### config.mk
export PLATFORM = sky130hd
export DESIGN_NAME = uart_text_grid
export DESIGN_NICKNAME = d
export VERILOG_FILES = /design/src/rtl/uart_text_grid.sv
export SDC_FILE = /design/constraint.sdc
export NUM_CORES = 1
export LEC_CHECK = 0
export ABC_AREA = 1
export ABC_CLOCK_PERIOD_IN_PS = 7400
export BUFFER_PORTS_ARGS = -buffer_cell sky130_fd_sc_hd__buf_2
export CAP_MARGIN = 40
export CORE_MARGIN = 2
export CORE_UTILIZATION = 69
export CTS_BUF_LIST = sky130_fd_sc_hd__clkbuf_8
export CTS_CLUSTER_DIAMETER = 80
export DETAILED_ROUTE_END_ITERATION = 16
export PLACE_DENSITY_LB_ADDON = 0.2
export SLEW_MARGIN = 5
export SYNTH_ARGS = -nofsm -noshare
export SYNTH_HDL_FRONTEND = slang
export SYNTH_SLANG_ARGS = --single-unit
### constraint.sdc
create_clock -name clk -period 7.4 [get_ports clk]
set_input_delay 1.48 -clock clk [delete_from_list [all_inputs] [get_ports clk]]
set_output_delay 1.48 -clock clk [all_outputs]
set_load 0.01 [all_outputs]
### src/rtl/uart_text_grid.sv
// UART text grid: byte stream to ROWS x COLS character array with cursor control.
// Define UART_TEXT_GRID_SCROLL_EN to scroll on newline at the last row instead of wrapping.
module uart_text_grid #(
    parameter int ROWS = 4,
    parameter int COLS = 16
) (
    input  logic                            clk,
    input  logic                            resetN,
    input  logic                            byteReady,
    input  logic [7:0]                      dataIn,
    input  logic [$clog2(ROWS*COLS)-1:0]    charAddress,
    output logic [7:0]                      charOut,
    output logic [$clog2(ROWS)-1:0]         cursorRow,
    output logic [$clog2(COLS)-1:0]         cursorCol,
    output logic                            busy,
    output logic                            overflow
);

    localparam int N  = ROWS * COLS;
    localparam int AW = $clog2(N);
    localparam int RW = $clog2(ROWS);
    localparam int CW = $clog2(COLS);

`ifdef UART_TEXT_GRID_SCROLL_EN
    typedef enum logic [1:0] {IDLE, CLEAR, SCROLL, BLANK} state_e;
`else
    typedef enum logic [1:0] {IDLE, CLEAR} state_e;
`endif

    state_e          state;
    logic [7:0]      mem [N];
    logic [AW-1:0]   sweepIdx;
    logic            pendValid;
    logic [7:0]      pendData;

    logic            consume;
    logic            isPrint, isCR, isLF, isBS, isFF;
    logic            colLast, rowLast, newLine;
    logic [AW-1:0]   cursorAddr;
    logic            we;
    logic [AW-1:0]   wAddr;
    logic [7:0]      wData;

    // COLS is a power of two, so the linear address is just {row, col}
    assign cursorAddr = {cursorRow, cursorCol};
    assign consume    = (state == IDLE) && pendValid;

    assign isPrint = (pendData >= 8'h20) && (pendData <= 8'h7E);
    assign isCR    = pendData == 8'h0D;
    assign isLF    = pendData == 8'h0A;
    assign isBS    = pendData == 8'h08;
    assign isFF    = pendData == 8'h0C;
    assign colLast = cursorCol == CW'(COLS - 1);
    assign rowLast = cursorRow == RW'(ROWS - 1);
    assign newLine = consume && (isLF || (isPrint && colLast));

    always_comb begin
        we    = 1'b0;
        wAddr = cursorAddr;
        wData = 8'h20;
        case (state)
            IDLE: begin
                if (pendValid && isPrint) begin
                    we    = 1'b1;
                    wData = pendData;
                end else if (pendValid && isBS && cursorCol != '0) begin
                    we    = 1'b1;
                    wAddr = {cursorRow, cursorCol - CW'(1)};
                end
            end
            CLEAR: begin
                we    = 1'b1;
                wAddr = sweepIdx;
            end
`ifdef UART_TEXT_GRID_SCROLL_EN
            SCROLL: begin
                we    = 1'b1;
                wAddr = sweepIdx;
                wData = mem[sweepIdx + AW'(COLS)];
            end
            BLANK: begin
                we    = 1'b1;
                wAddr = sweepIdx;
            end
`endif
            default: ;
        endcase
        if (!resetN) we = 1'b0;
    end

    always_ff @(posedge clk) begin
        if (we) mem[wAddr] <= wData;
    end

    always_ff @(posedge clk) begin
        if (!resetN) charOut <= 8'h20;
        else         charOut <= mem[charAddress];
    end

    always_ff @(posedge clk) begin
        if (!resetN) begin
            state     <= CLEAR;
            busy      <= 1'b1;
            sweepIdx  <= '0;
            cursorRow <= '0;
            cursorCol <= '0;
            pendValid <= 1'b0;
            pendData  <= '0;
            overflow  <= 1'b0;
        end else begin
            // one-entry buffer: refill allowed in the cycle it drains
            if (byteReady) begin
                if (!pendValid || consume) begin
                    pendValid <= 1'b1;
                    pendData  <= dataIn;
                end else begin
                    overflow <= 1'b1;
                end
            end else if (consume) begin
                pendValid <= 1'b0;
            end

            case (state)
                IDLE: begin
                    if (pendValid) begin
                        unique case (1'b1)
                            isPrint: cursorCol <= cursorCol + CW'(1);
                            isCR, isLF: cursorCol <= '0;
                            isBS: begin
                                if (cursorCol != '0)
                                    cursorCol <= cursorCol - CW'(1);
                            end
                            isFF: begin
                                state    <= CLEAR;
                                busy     <= 1'b1;
                                sweepIdx <= '0;
                            end
                            default: ;
                        endcase
                    end
                    if (newLine) begin
                        if (!rowLast) begin
                            cursorRow <= cursorRow + RW'(1);
                        end else begin
`ifdef UART_TEXT_GRID_SCROLL_EN
                            state    <= SCROLL;
                            busy     <= 1'b1;
                            sweepIdx <= '0;
`else
                            cursorRow <= '0;
`endif
                        end
                    end
                end
                CLEAR: begin
                    sweepIdx <= sweepIdx + AW'(1);
                    if (sweepIdx == AW'(N - 1)) begin
                        state     <= IDLE;
                        busy      <= 1'b0;
                        sweepIdx  <= '0;
                        cursorRow <= '0;
                        cursorCol <= '0;
                    end
                end
`ifdef UART_TEXT_GRID_SCROLL_EN
                SCROLL: begin
                    sweepIdx <= sweepIdx + AW'(1);
                    if (sweepIdx == AW'((ROWS - 1) * COLS - 1))
                        state <= BLANK;
                end
                BLANK: begin
                    sweepIdx <= sweepIdx + AW'(1);
                    if (sweepIdx == AW'(N - 1)) begin
                        state     <= IDLE;
                        busy      <= 1'b0;
                        sweepIdx  <= '0;
                        cursorRow <= RW'(ROWS - 1);
                        cursorCol <= '0;
                    end
                end
`endif
                default: ;
            endcase
        end
    end

endmodule
== After elaboration in Yosys (flattened, before gate mapping) ==
Memories as Yosys holds them, arrays and structs flattened. A register that Yosys moved wholly into a read port is not among the register bits.
Cells that the tools add are included.
Word-level totals
  memories: 1
  output and inout port bits: 16
  word-level logic and storage cells: 88
  register bits: 25
  input bits: 17
  bits in writable memories: 512
Memories
  mem: depth 64, width 8, read ports 1, clocked after memory_dff 1, write ports 1, line 31  | logic [7:0] mem [N];
Cells by class
  equal/unequal tests: 15
  bitwise logic cells: 1
  reduce and logical (&&, ||, !) cells: 23
  mux-type cells: 34
  $lt $le $gt $ge: 2
  add/subtract/negate cells: 4
Operators by type and width (count)
  $eq A8 B4 Y1 const B: 4
  $pmux W6 S2: 2
  $mux W4: 5
  $mux W6: 3
  $mux W8: 2
  $pmux W4 S3: 1
  $mux W1: 11
  $mux W2: 5
  $ge A8 B6 Y1 const B: 1
  $le A8 B7 Y1 const B: 1
  $ne A2 B2 Y1 const B: 4
  $pmux W2 S2: 2
  $pmux W4 S2: 1
  $logic_and A1 B1 Y1: 7
  $add A6 B1 Y6 const B: 1
  $eq A6 B6 Y1 const B: 1
  $reduce_and A2 Y1: 3
  $reduce_and A3 Y1: 2
  $reduce_and A5 Y1: 1
  $add A4 B1 Y4 const B: 1
  $eq A4 B4 Y1 const B: 1
  $ne A4 B3 Y1 const B: 1
  $pmux W1 S2: 2
  $reduce_and A4 Y1: 1
  13 further kinds: 16

== Longest topological paths before layout ==
Gate-level depths: netlist of run 1.
  depth in word-level cells: 9
  mapped depth: 13

== Worst setup path before layout of run 1 ==
No wires, ideal clock.
  kind: register to register
  start point: register state[0]
  end point: memory mem[0][0] (data pin)
  cell stages (with the launch flop): 6
  period minus slack after synthesis: 4.169 ns
  data required time: 6.719 ns
  library setup time: 0.681 ns
  path slack: 3.231 ns
  data arrival time: 3.488 ns
  buffers on the path: 2
  path through: dfxtp_1 -> buf_2 -> clkbuf_1 -> nor2_1 -> inv_1 -> nor3_1
On the way
  cells in the longest elaborated chain, start to end: 2
Ends and longest elaborated chain
  start, declared: line 30  | state_e state;
  start signal, assigned: line 102  | state <= CLEAR;
  start signal, assigned: line 134  | state <= CLEAR;
  start signal, assigned: line 158  | state <= IDLE;
  $logic_not A2 Y1: line 61  | case (state)
  $mux W8: line 61
  via wData[0]: line 42  | logic [7:0] wData;
  end, declared: line 31
The timed path passes the listed nets, and every way through them passes these cells.

==> results_dict.tcl, run 1 <==
set metrics [dict create \
    drc 0 \
    reg2reg_slack_ps 4190 \
    finalCritPeriodShare 0.4855 \
    cp_num_buf_inv 3 \
    cts_root_buf "clkbuf_8" \
    power_density_nw_per_um2 236.6 \
    worst_path_most_repeated_cell "nand3_1" \
    syn_area_um2 22890 \
    slew_violations 0 \
    synth_edf_count 512 \
    grt_overflow 0 \
    end_kind "flop" \
    synth_warnings 0 \
    seq_power_share 0.565 \
    setup_ws_ps 3807 \
    track_usage 0.3225 \
    num_rows 66 \
    stdcell_area_um2 25020 \
    ant_nets 0 \
    antenna_found_initial 0 \
    netlist_instances 2048 \
    synth_cell_types 41 \
    synth_top_area_frac 0.6717 \
    cpMaxStageDelayCell "buf_4" \
    cts_resized 0 \
    finalSetupViolCount 0 \
    vias 15840 \
    status "finished, final reports clean" \
    relSlewSlack 0.3787 \
    stdcell_count 2639 \
    power.switching_mw 1.417 \
    clk_pin_slew_ps 60 \
    gp_congestion 0.8996 \
    p_leak_nw 9.353 \
    startpoint "charAddress[1]" \
    synth_area_leaders "edfxtp_1 67%, nand2_1 11%, nand3_1 9.9%" \
    syn2layout_area_growth_pct 9.331 \
    clkSinkCount 543 \
    yosysSeqAreaShare 0.6988 \
    hpwl_um 31380 \
    synth-async-reset-ratio 0 \
    ff2ff_path_depth 6 \
    crit_cells 10 \
    post-route-util 0.7672 \
    crit_end "charOut[7]" \
    fillers 2120 \
    setup.worst_path.start_class "input port" \
    cts-htree-levels 3 \
    fin_nets 2151 \
    numCtsBuffers 81 \
    place_area_um2 23560 \
    antenna_cells 0 \
    yosysMostFrequentCell "nand2_1" \
    post-cts-setup-buffers 0 \
    drt_iter0_markers 2079 \
    wl_um 54210 \
    fp.coreArea_um2 32620 \
    hold_viol_final 0 \
    min_period_ps 3593 \
    setup_tns_ps 0 \
    p_total_mw 5.920 \
    p_comb_frac 0.060 \
    grt_pass1_wl_um 83510 \
    critical_path.max_fanout 65 \
    power_frac_clock 0.375 \
    dp.cells 2489 \
    die_w_um 186.1 \
    ir_worst_vdd_uv 200.0 \
    tightest_slew_ps 928.5 \
    critPathTopFamily "buffers and inverters" \
    grt_max_degree 92 \
    start_util 0.7017 \
    hold_ws_ps 463.4 \
    worstPathRequired_ps 7880 \
    yosys.area.top_type "edfxtp_1" \
    reg2reg_to "mem[11][1]" \
    synth_ff_type "edfxtp_1" \
    dieArea_um2 34640 \
    viasPerCell 6.001 \
    swShare 0.2393 \
    layout-drive-gt1-share 0.09786 \
    clk_latency_ps 630 \
    grt_pass1_vias 15240 \
    p_int_mw 4.503 \
    die-height_um 186.1 \
    numPortBuffers 32 \
    cts_buffer_depth 3 \
    drt_first_pass_iters 8 \
    wl_per_cell_um 20.54 \
    ys_seq_elements 543 \
    synth_common_cells "688 x nand2_1, 512 x edfxtp_1, 455 x nand3_1" \
    rsz0062_at_grt "no" \
    ioPinCount 33 \
    cp_data_arrival_time_ps 4070 \
    pre_cts_ws_ps 3302 \
    fin_skew_ps 27.65 \
    max_freq_ghz 0.2783 \
    r2r_start "state[0]" \
    syn_avg_cell_area_um2 11.18 \
    worstSetupPathType "input port to flop" \
    maxCapViolCount 0 \
    hold_class "flop to flop" \
    cts_tree "done" \
    critPathMaxStageDelay_ps 760 \
    cp_cell_sequence "buf_4, buf_4, buf_4, nand3_1, nand3_1, nand2_1, nand2_1, nand3_1, nand3_1, a21oi_1" \
    hold_buffers 0 \
]
[power by group through the flow]
stage	Sequential (mW)	Combinational [mW]	Clock, mW
floorplan	3.41	0.244	0
global placement	3.41	0.329	0
detailed placement	3.41	0.345	0
CTS	3.34	0.347	2.24
global route	3.34	0.385	2.38
finish	3.35	0.354	2.22
[layout make-up]
type | instances | area (um^2) | area share
inverters | 38 | 162.7 | 0.006500
well taps | 442 | 553.0 | 0.02210
repair buffers | 54 | 417.9 | 0.01670
clock buffers | 81 | 1115 | 0.04455
flip-flops and latches | 543 | 16000 | 0.6392
multi-input cells | 1412 | 6429 | 0.2569
clock inverters | 69 | 351.6 | 0.01405
[cells by family after synthesis]
group                    count (synthesis)  share of synthesized area
AND/OR/NAND/NOR                       1289                     0.2532
flip-flops                             543                     0.6988
buffers and inverters                  156                    0.03193
AO/OA/AOI/OAI                           51                    0.01219
XOR/XNOR                                 4                   0.001531
adder cells (fa/ha/maj)                  4                   0.002187
other                                    1                  0.0001638
[flip-flops by register name, indices dropped and copies added, names as in the netlist]
signal,cells
charOut,8
cursorCol,4
cursorRow,2
mem,512
overflow,1
pendData,8
pendValid,1
state,1
sweepIdx,6
[routing by layer]
| metal | GRT usage | up-vias | wire length [um] |
|---|---|---|---|
| met5 | 0 | - | 0 |
| met2 | 0.5175 | 968 | 25710 |
| met4 | 0.1326 | 0 | 1864 |
| met3 | 0.06795 | 153 | 5971 |
| li1 | - | 7250 | - |
| met1 | 0.4377 | 7465 | 20670 |
[how the worst min path moves through the flow]
stage,endpoint,cells past startpoint,start
CTS,overflow,1,overflow
global placement,overflow,1,overflow
floorplan,sweepIdx[5],2,sweepIdx[5]
global route,overflow,1,overflow
detailed placement,overflow,1,overflow
finish,overflow,1,overflow
[cells in the final DEF, fill, tap and decap left out, types with 4 or more instances in the layout]
| master | synthesis | routed |
|---|---|---|
| o21ai_0 | 14 | 14 |
| clkinv_1 | 1 | 19 |
| nand3_4 | 8 | 8 |
| nand2_4 | 5 | 5 |
| buf_2 | 49 | 30 |
| edfxtp_1 | 512 | 512 |
| nor2_1 | 91 | 91 |
| buf_16 | 0 | 4 |
| nand2_2 | 5 | 5 |
| ha_1 | 4 | 4 |
| inv_2 | 5 | 4 |
| a21oi_1 | 30 | 30 |
| dfxtp_1 | 31 | 31 |
| nand2_1 | 688 | 688 |
| buf_4 | 12 | 18 |
| conb_1 | 1 | 64 |
| inv_1 | 30 | 60 |
| clkinv_2 | 0 | 12 |
| nor3_2 | 1 | 7 |
| nand3_2 | 12 | 12 |
| clkbuf_8 | 0 | 81 |
| nor2_8 | 5 | 5 |
| nand3_1 | 455 | 455 |
Power figures use the tool's default switching activity.
==> run 2, diff against run 1 <==
--- a/config.mk
+++ b/config.mk
@@ -6,11 +6,11 @@
 export NUM_CORES = 1
 export LEC_CHECK = 0
 export ABC_AREA = 1
-export ABC_CLOCK_PERIOD_IN_PS = 7400
+export ABC_CLOCK_PERIOD_IN_PS = 3200
 export BUFFER_PORTS_ARGS = -buffer_cell sky130_fd_sc_hd__buf_2
 export CAP_MARGIN = 40
 export CORE_MARGIN = 2
-export CORE_UTILIZATION = 69
+export CORE_UTILIZATION = 59
 export CTS_BUF_LIST = sky130_fd_sc_hd__clkbuf_8
 export CTS_CLUSTER_DIAMETER = 80
 export DETAILED_ROUTE_END_ITERATION = 16
==> constraint.sdc (replaced) <==
create_clock -name clk -period 3.2 [get_ports clk]
set_input_delay 0.64 -clock clk [delete_from_list [all_inputs] [get_ports clk]]
set_output_delay 0.64 -clock clk [all_outputs]
set_load 0.01 [all_outputs]
==> run 2 against run 1 <==
Clock skew increased by 3.1 ps. Count of clock-buffer cells in the layout increased by 9. Critical endpoint is now mem[7][6]. Non-clock buffer count increased by 66. Register-to-register slack got worse by 3900 ps. Global-route usage decreased by 4.7 points. Wire length increased by 1.7%. Clock power increased by 130%. Flip-flop and latch count unchanged. Power increased by 130%.
==> results_dict.tcl, run 2 (synthesis results as in run 1) <==
set metrics [dict create \
    grt_max_degree 129 \
    clk_pin_slew_ps 60 \
    syn2layout_area_growth_pct 12.50 \
    track_usage 0.2756 \
    die-height_um 201.0 \
    power.switching_mw 3.207 \
    grt_pass1_wl_um 84900 \
    antenna_cells 0 \
    post-cts-setup-buffers 0 \
    wl_um 55120 \
    seq_power_share 0.562 \
    die_w_um 201.0 \
    viasPerCell 5.653 \
    rsz0062_at_grt "no" \
    finalCritPeriodShare 0.9071 \
    cts_resized 0 \
    end_kind "flop" \
    antenna_found_initial 0 \
    num_rows 72 \
    max_freq_ghz 0.3445 \
    fp.coreArea_um2 38470 \
    hold_class "input port to flop" \
    grt_pass1_vias 15160 \
    numPortBuffers 32 \
    finalSetupViolCount 0 \
    power_density_nw_per_um2 534.0 \
    p_comb_frac 0.060 \
    seq_area_um2 16000 \
    hold_ws_ps 234.0 \
    cts_root_buf "clkbuf_8" \
    clkSinkCount 543 \
    gp_congestion 0.9018 \
    pre_cts_ws_ps 384.6 \
    maxCapViolCount 0 \
    drt_iter0_markers 1744 \
    hold_buffers 0 \
    hold_viol_final 0 \
    start_util 0.5950 \
    startpoint "cursorCol[0]" \
    ant_nets 0 \
    cp_data_arrival_time_ps 3160 \
    largest_register_ffs 512 \
    worstSetupPathType "flop to flop" \
    swShare 0.2332 \
    regMostFlops "mem" \
    reg_top3 "mem (512), charOut (8), pendData (8)" \
    fin_nets 2221 \
    critical_path.max_fanout 8 \
    vias 15740 \
    fin_skew_ps 30.75 \
    drc 0 \
    grt_overflow 0 \
    cts-htree-levels 3 \
    cts_buffer_depth 3 \
    numCtsBuffers 85 \
    slew_violations 0 \
    tightest_slew_ps 754.2 \
    clk_latency_ps 640 \
    drt_first_pass_iters 6 \
    stdcell_area_um2 25750 \
    multi_input_area_um2 6429 \
    p_int_mw 10.54 \
    dp.cells 2631 \
    layout_common_cells "688 x nand2_1, 512 x edfxtp_1, 455 x nand3_1" \
    status "finished, final reports clean" \
    layout_commonest_cell "nand2_1" \
    ir_worst_vdd_uv 405.6 \
    fillers 2915 \
    power_frac_clock 0.377 \
    worstPathRequired_ps 3460 \
    min_from "dataIn[7]" \
    relSlewSlack 0.4966 \
    ioPinCount 33 \
    layout-drive-gt1-share 0.1249 \
    wl_per_cell_um 19.80 \
    setup_ws_ps 297.3 \
    p_total_mw 13.75 \
    place_area_um2 24250 \
    cts_tree "done" \
    dieArea_um2 40380 \
    setup.worst_path.start_class "flop" \
    stdcell_count 2784 \
    r2r_start "cursorCol[0]" \
    hpwl_um 32740 \
    min_period_ps 2903 \
    p_leak_nw 9.744 \
]
==> run 2: cell types whose count changed in the layout (fill, tap and decap cells not counted) <==
cell        delta
clkinv_8       -2
clkbuf_8       +9
clkinv_1       +5
clkinv_2       -1
buf_6          -1
buf_12        +15
buf_4         +56
clkinvlp_4     -2
inv_8          -2
buf_16         -4
inv_1          -4
bufinv_16      -1
inv_6          +1
==> run 2: through the flow <==
stage               TNS (ps)    util
CTS                        0  0.6694
finish                     0  0.6694
detailed placement         0  0.6305
global route               0  0.6694
global placement           0  0.6305
floorplan            -372060       -
==> run 2: cell type report <==
class                   count  share of cell area
clock buffers              90             0.04811
clock inverters            63             0.01006
inverters                  38            0.006317
multi-input cells        1412              0.2497
flip-flops and latches    543              0.6212
well taps                 518             0.02517
repair buffers            120             0.03950
==> run 2: final timing paths <==
kind / end / slack [ps] / cells past startpoint
setup / recovery: mem[7][6] / 300 / 11
hold / removal: pendData[7] / 230 / 3
hold reg to reg: overflow / 460 / 1
setup reg to reg: mem[7][6] / 300 / 11
==> run 2: per-layer routing <==
metal | routed length (um) | track usage
met1 | 22330 | 0.3825
met2 | 26380 | 0.4408
met3 | 4739 | 0.04318
met4 | 1669 | 0.1119
met5 | 0 | 0
==> run 2: power by group through the flow <==
stage | Sequential, mW | Combinational [mW] | Clock, mW
CTS | 7.73 | 0.818 | 5.27
global placement | 7.88 | 0.800 | 0
finish | 7.73 | 0.826 | 5.19
floorplan | 7.88 | 0.565 | 0
global route | 7.73 | 0.911 | 5.56
detailed placement | 7.88 | 0.815 | 0
==> run 2: critical path, stage by stage (launching register included) <==
cell     delay, ps
dfxtp_1        440
inv_1          130
ha_1           250
nand2_2        100
nor2_4          50
nor2_8         160
nand2_4        100
nand2_1        100
nand3_2        140
nand2_1        170
nand2_1        270
nor2_1         600
==> run 3, diff against run 2 <==
--- a/config.mk
+++ b/config.mk
@@ -5,7 +5,6 @@
 export SDC_FILE = /design/constraint.sdc
 export NUM_CORES = 1
 export LEC_CHECK = 0
-export ABC_AREA = 1
 export ABC_CLOCK_PERIOD_IN_PS = 3200
 export BUFFER_PORTS_ARGS = -buffer_cell sky130_fd_sc_hd__buf_2
 export CAP_MARGIN = 40
==> run 3 against run 2 <==
Largest power group unchanged. Critical path depth fell by 3. Wire length fell by 16%. Power fell by 1.6%. Clock power rose by 2%.
==> results_dict.tcl, run 3 <==
set metrics [dict create \
    die-height_um 195.9 \
    layout_common_cells "512 x edfxtp_1, 137 x mux4_2, 107 x buf_4" \
    end_kind "flop" \
    grt_pass1_wl_um 70300 \
    tightest_slew_ps 805.9 \
    synth_warnings 0 \
    fp.coreArea_um2 36430 \
    setup.worst_path.start_class "flop" \
    synth_compound_area_frac 0.03301 \
    fin_skew_ps 30.78 \
    reg2reg_to "mem[5][1]" \
    largest_register_ffs 512 \
    synth-async-reset-ratio 0 \
    power_density_nw_per_um2 538.3 \
    critical_path.max_fanout 14 \
    drt_iter0_markers 1172 \
    reg2reg_slack_ps 160 \
    start_util 0.5961 \
    synth_ff_type "edfxtp_1" \
    wl_um 46420 \
    synth_area_leaders "edfxtp_1 71%, mux4_2 14%, dfxtp_1 2.9%" \
    worstPathRequired_ps 3520 \
    cp_num_buf_inv 2 \
    maxCapViolCount 0 \
    track_usage 0.2519 \
    numPortBuffers 32 \
    syn_avg_cell_area_um2 19.51 \
    hold_viol_final 0 \
    synth_top_family_by_area "multiplexers" \
    p_leak_nw 7.364 \
    drc 0 \
    vias 11430 \
    relSlewSlack 0.4571 \
    ff2ff_path_depth 8 \
    fin_nets 1379 \
    antenna_cells 0 \
    num_rows 70 \
    yosysMostFrequentCell "edfxtp_1" \
    max_freq_ghz 0.3293 \
    numCtsBuffers 84 \
    worstSetupPathType "flop to flop" \
    yosysSeqAreaShare 0.7365 \
    drt_first_pass_iters 5 \
    syn_area_um2 21720 \
    cp_data_arrival_time_ps 3360 \
    synthAdderAreaFrac 0.002305 \
    synthSimpleGateAreaFrac 0.05145 \
    synth_edf_count 512 \
    p_int_mw 10.62 \
    p_comb_frac 0.038 \
    r2r_start "pendData[7]" \
    rsz0062_at_grt "no" \
    yosys.area.top_type "edfxtp_1" \
    viasPerCell 6.034 \
    min_from "dataIn[3]" \
    gp_congestion 0.8731 \
    cp_cell_sequence "or4b_4, nor3_4, and4b_1, nor3_2, buf_4, or3b_1, nor2_1, buf_4" \
    regMostFlops "mem" \
    power.switching_mw 2.919 \
    hpwl_um 29250 \
    grt_pass1_vias 11520 \
    seq_power_share 0.571 \
    cts_buffer_depth 3 \
    worst_path_most_repeated_cell "buf_4" \
    stdcell_area_um2 25140 \
    critPathMaxStageDelay_ps 590 \
    setup_tns_ps 0 \
    clk_latency_ps 640 \
    synth_top_area_frac 0.7080 \
    swShare 0.2156 \
    clkSinkCount 543 \
    wl_per_cell_um 24.51 \
    synth_cell_types 63 \
    synth_common_cells "512 x edfxtp_1, 137 x mux4_2, 74 x nor2_1" \
    cts_tree "done" \
    synth-xor-area-share 0.001210 \
    startpoint "pendData[7]" \
    ys_seq_elements 543 \
    ioPinCount 33 \
    min_period_ps 3037 \
    hold_depth 3 \
    hold_class "input port to flop" \
    antenna_found_initial 2 \
    ir_worst_vdd_uv 317.3 \
    finalSetupViolCount 0 \
    slew_violations 0 \
    clk_pin_slew_ps 60 \
    status "finished, final reports clean" \
    hold_buffers 0 \
    syn2layout_area_growth_pct 15.77 \
    critPathTopFamily "simple AND/OR/NAND/NOR gates" \
    dieArea_um2 38360 \
    worstHoldEndpoint "pendData[3]" \
    grt_overflow 0 \
    layout-drive-gt1-share 0.2966 \
    cts-htree-levels 3 \
    power_frac_clock 0.391 \
    layout_commonest_cell "edfxtp_1" \
    reg_top3 "mem (512), charOut (8), pendData (8)" \
    place_area_um2 23580 \
    netlist_instances 1113 \
    hold_ws_ps 282.2 \
    die_w_um 195.9 \
    ant_nets 0 \
    cts_root_buf "clkbuf_8" \
    cpMaxStageDelayCell "or4b_4" \
    finalCritPeriodShare 0.9491 \
    grt_max_degree 65 \
    synth.area.mux_share 0.1629 \
]
run 3: changes by cell type after synthesis, sizes merged, moves of 9 or more:
cell / before / now
inv: 37 / 6
and2: 0 / 14
nor2b: 0 / 16
nor2: 100 / 75
a21boi: 0 / 15
mux4: 0 / 137
nand2: 699 / 44
a21oi: 31 / 11
a211oi: 0 / 9
nand3: 475 / 14
buf: 83 / 27
mux2i: 0 / 44
a22oi: 0 / 16
run 3: power groups by stage:
stage          registers, mW  logic [mW]  clock network [mW]
2_1_floorplan           7.88       0.318                   0
3_5_place_dp            7.88       0.504                   0
3_3_place_gp            7.88       0.501                   0
5_1_grt                 7.73       0.551                5.69
4_1_cts                 7.73       0.509                5.39
6_report                7.73       0.513                5.29
run 3: worst min-delay path, stage by stage:
cell      delay [ps]
buf_2            100
nand2_1           50
a21boi_0          60
run 3: cells by family after synthesis:
kind of cell               Yosys count
DFF                                543
and+or+nand+nor                    218
muxes                              182
AOI/OAI and AO/OA                   98
buffers and inverters               64
adders and majority gates            4
xor gates and xnor gates             3
other                                1
run 3: how the worst max path moves through the flow:
stage	endpoint	slack [ps]	cells past startpoint
2_1_floorplan	mem[21][0]	-70	9
3_3_place_gp	mem[24][7]	2	7
3_5_place_dp	mem[40][6]	-110	7
4_1_cts	mem[5][5]	60	7
5_1_grt	mem[59][5]	10	8
6_report	mem[5][1]	160	8
run 3: metrics by stage:
step | utilization | std cells | power [mW] | setup slack, ps
6_report | 0.6901 | 1894 | 13.54 | 163.0
5_1_grt | 0.6901 | 1894 | 13.97 | 9.514
4_1_cts | 0.6898 | 1894 | 13.63 | 59.82
3_5_place_dp | 0.6472 | 1738 | 8.384 | -111.0
3_3_place_gp | 0.6472 | 1738 | 8.377 | 2.125
2_1_floorplan | - | 1176 | 8.194 | -73.09
run 3: area by class of cell:
cell class / instances / area, um^2
clock buffer: 87 / 1197
clock inverter: 67 / 340.3
fill: 2320 / 11290
inverter: 6 / 22.52
multi-input combinational: 569 / 5708
sequential: 543 / 16000
tap: 468 / 585.6
timing repair buffer: 154 / 1294
run 3: repair_timing:
action | CTS | global route
buffers inserted | 2 | 0
resized for setup | 0 | 2
pin swaps | 1 | 0
setup endpoints to repair | 40 | 57
run 3: per-layer routing:
metal,part of all wire,up-vias,global-route usage
li1,-,5006,-
met1,0.42,5789,0.3751
met2,0.46,545,0.3796
met3,0.087,84,0.05192
met4,0.024,4,0.08698
met5,0.00050,-,0
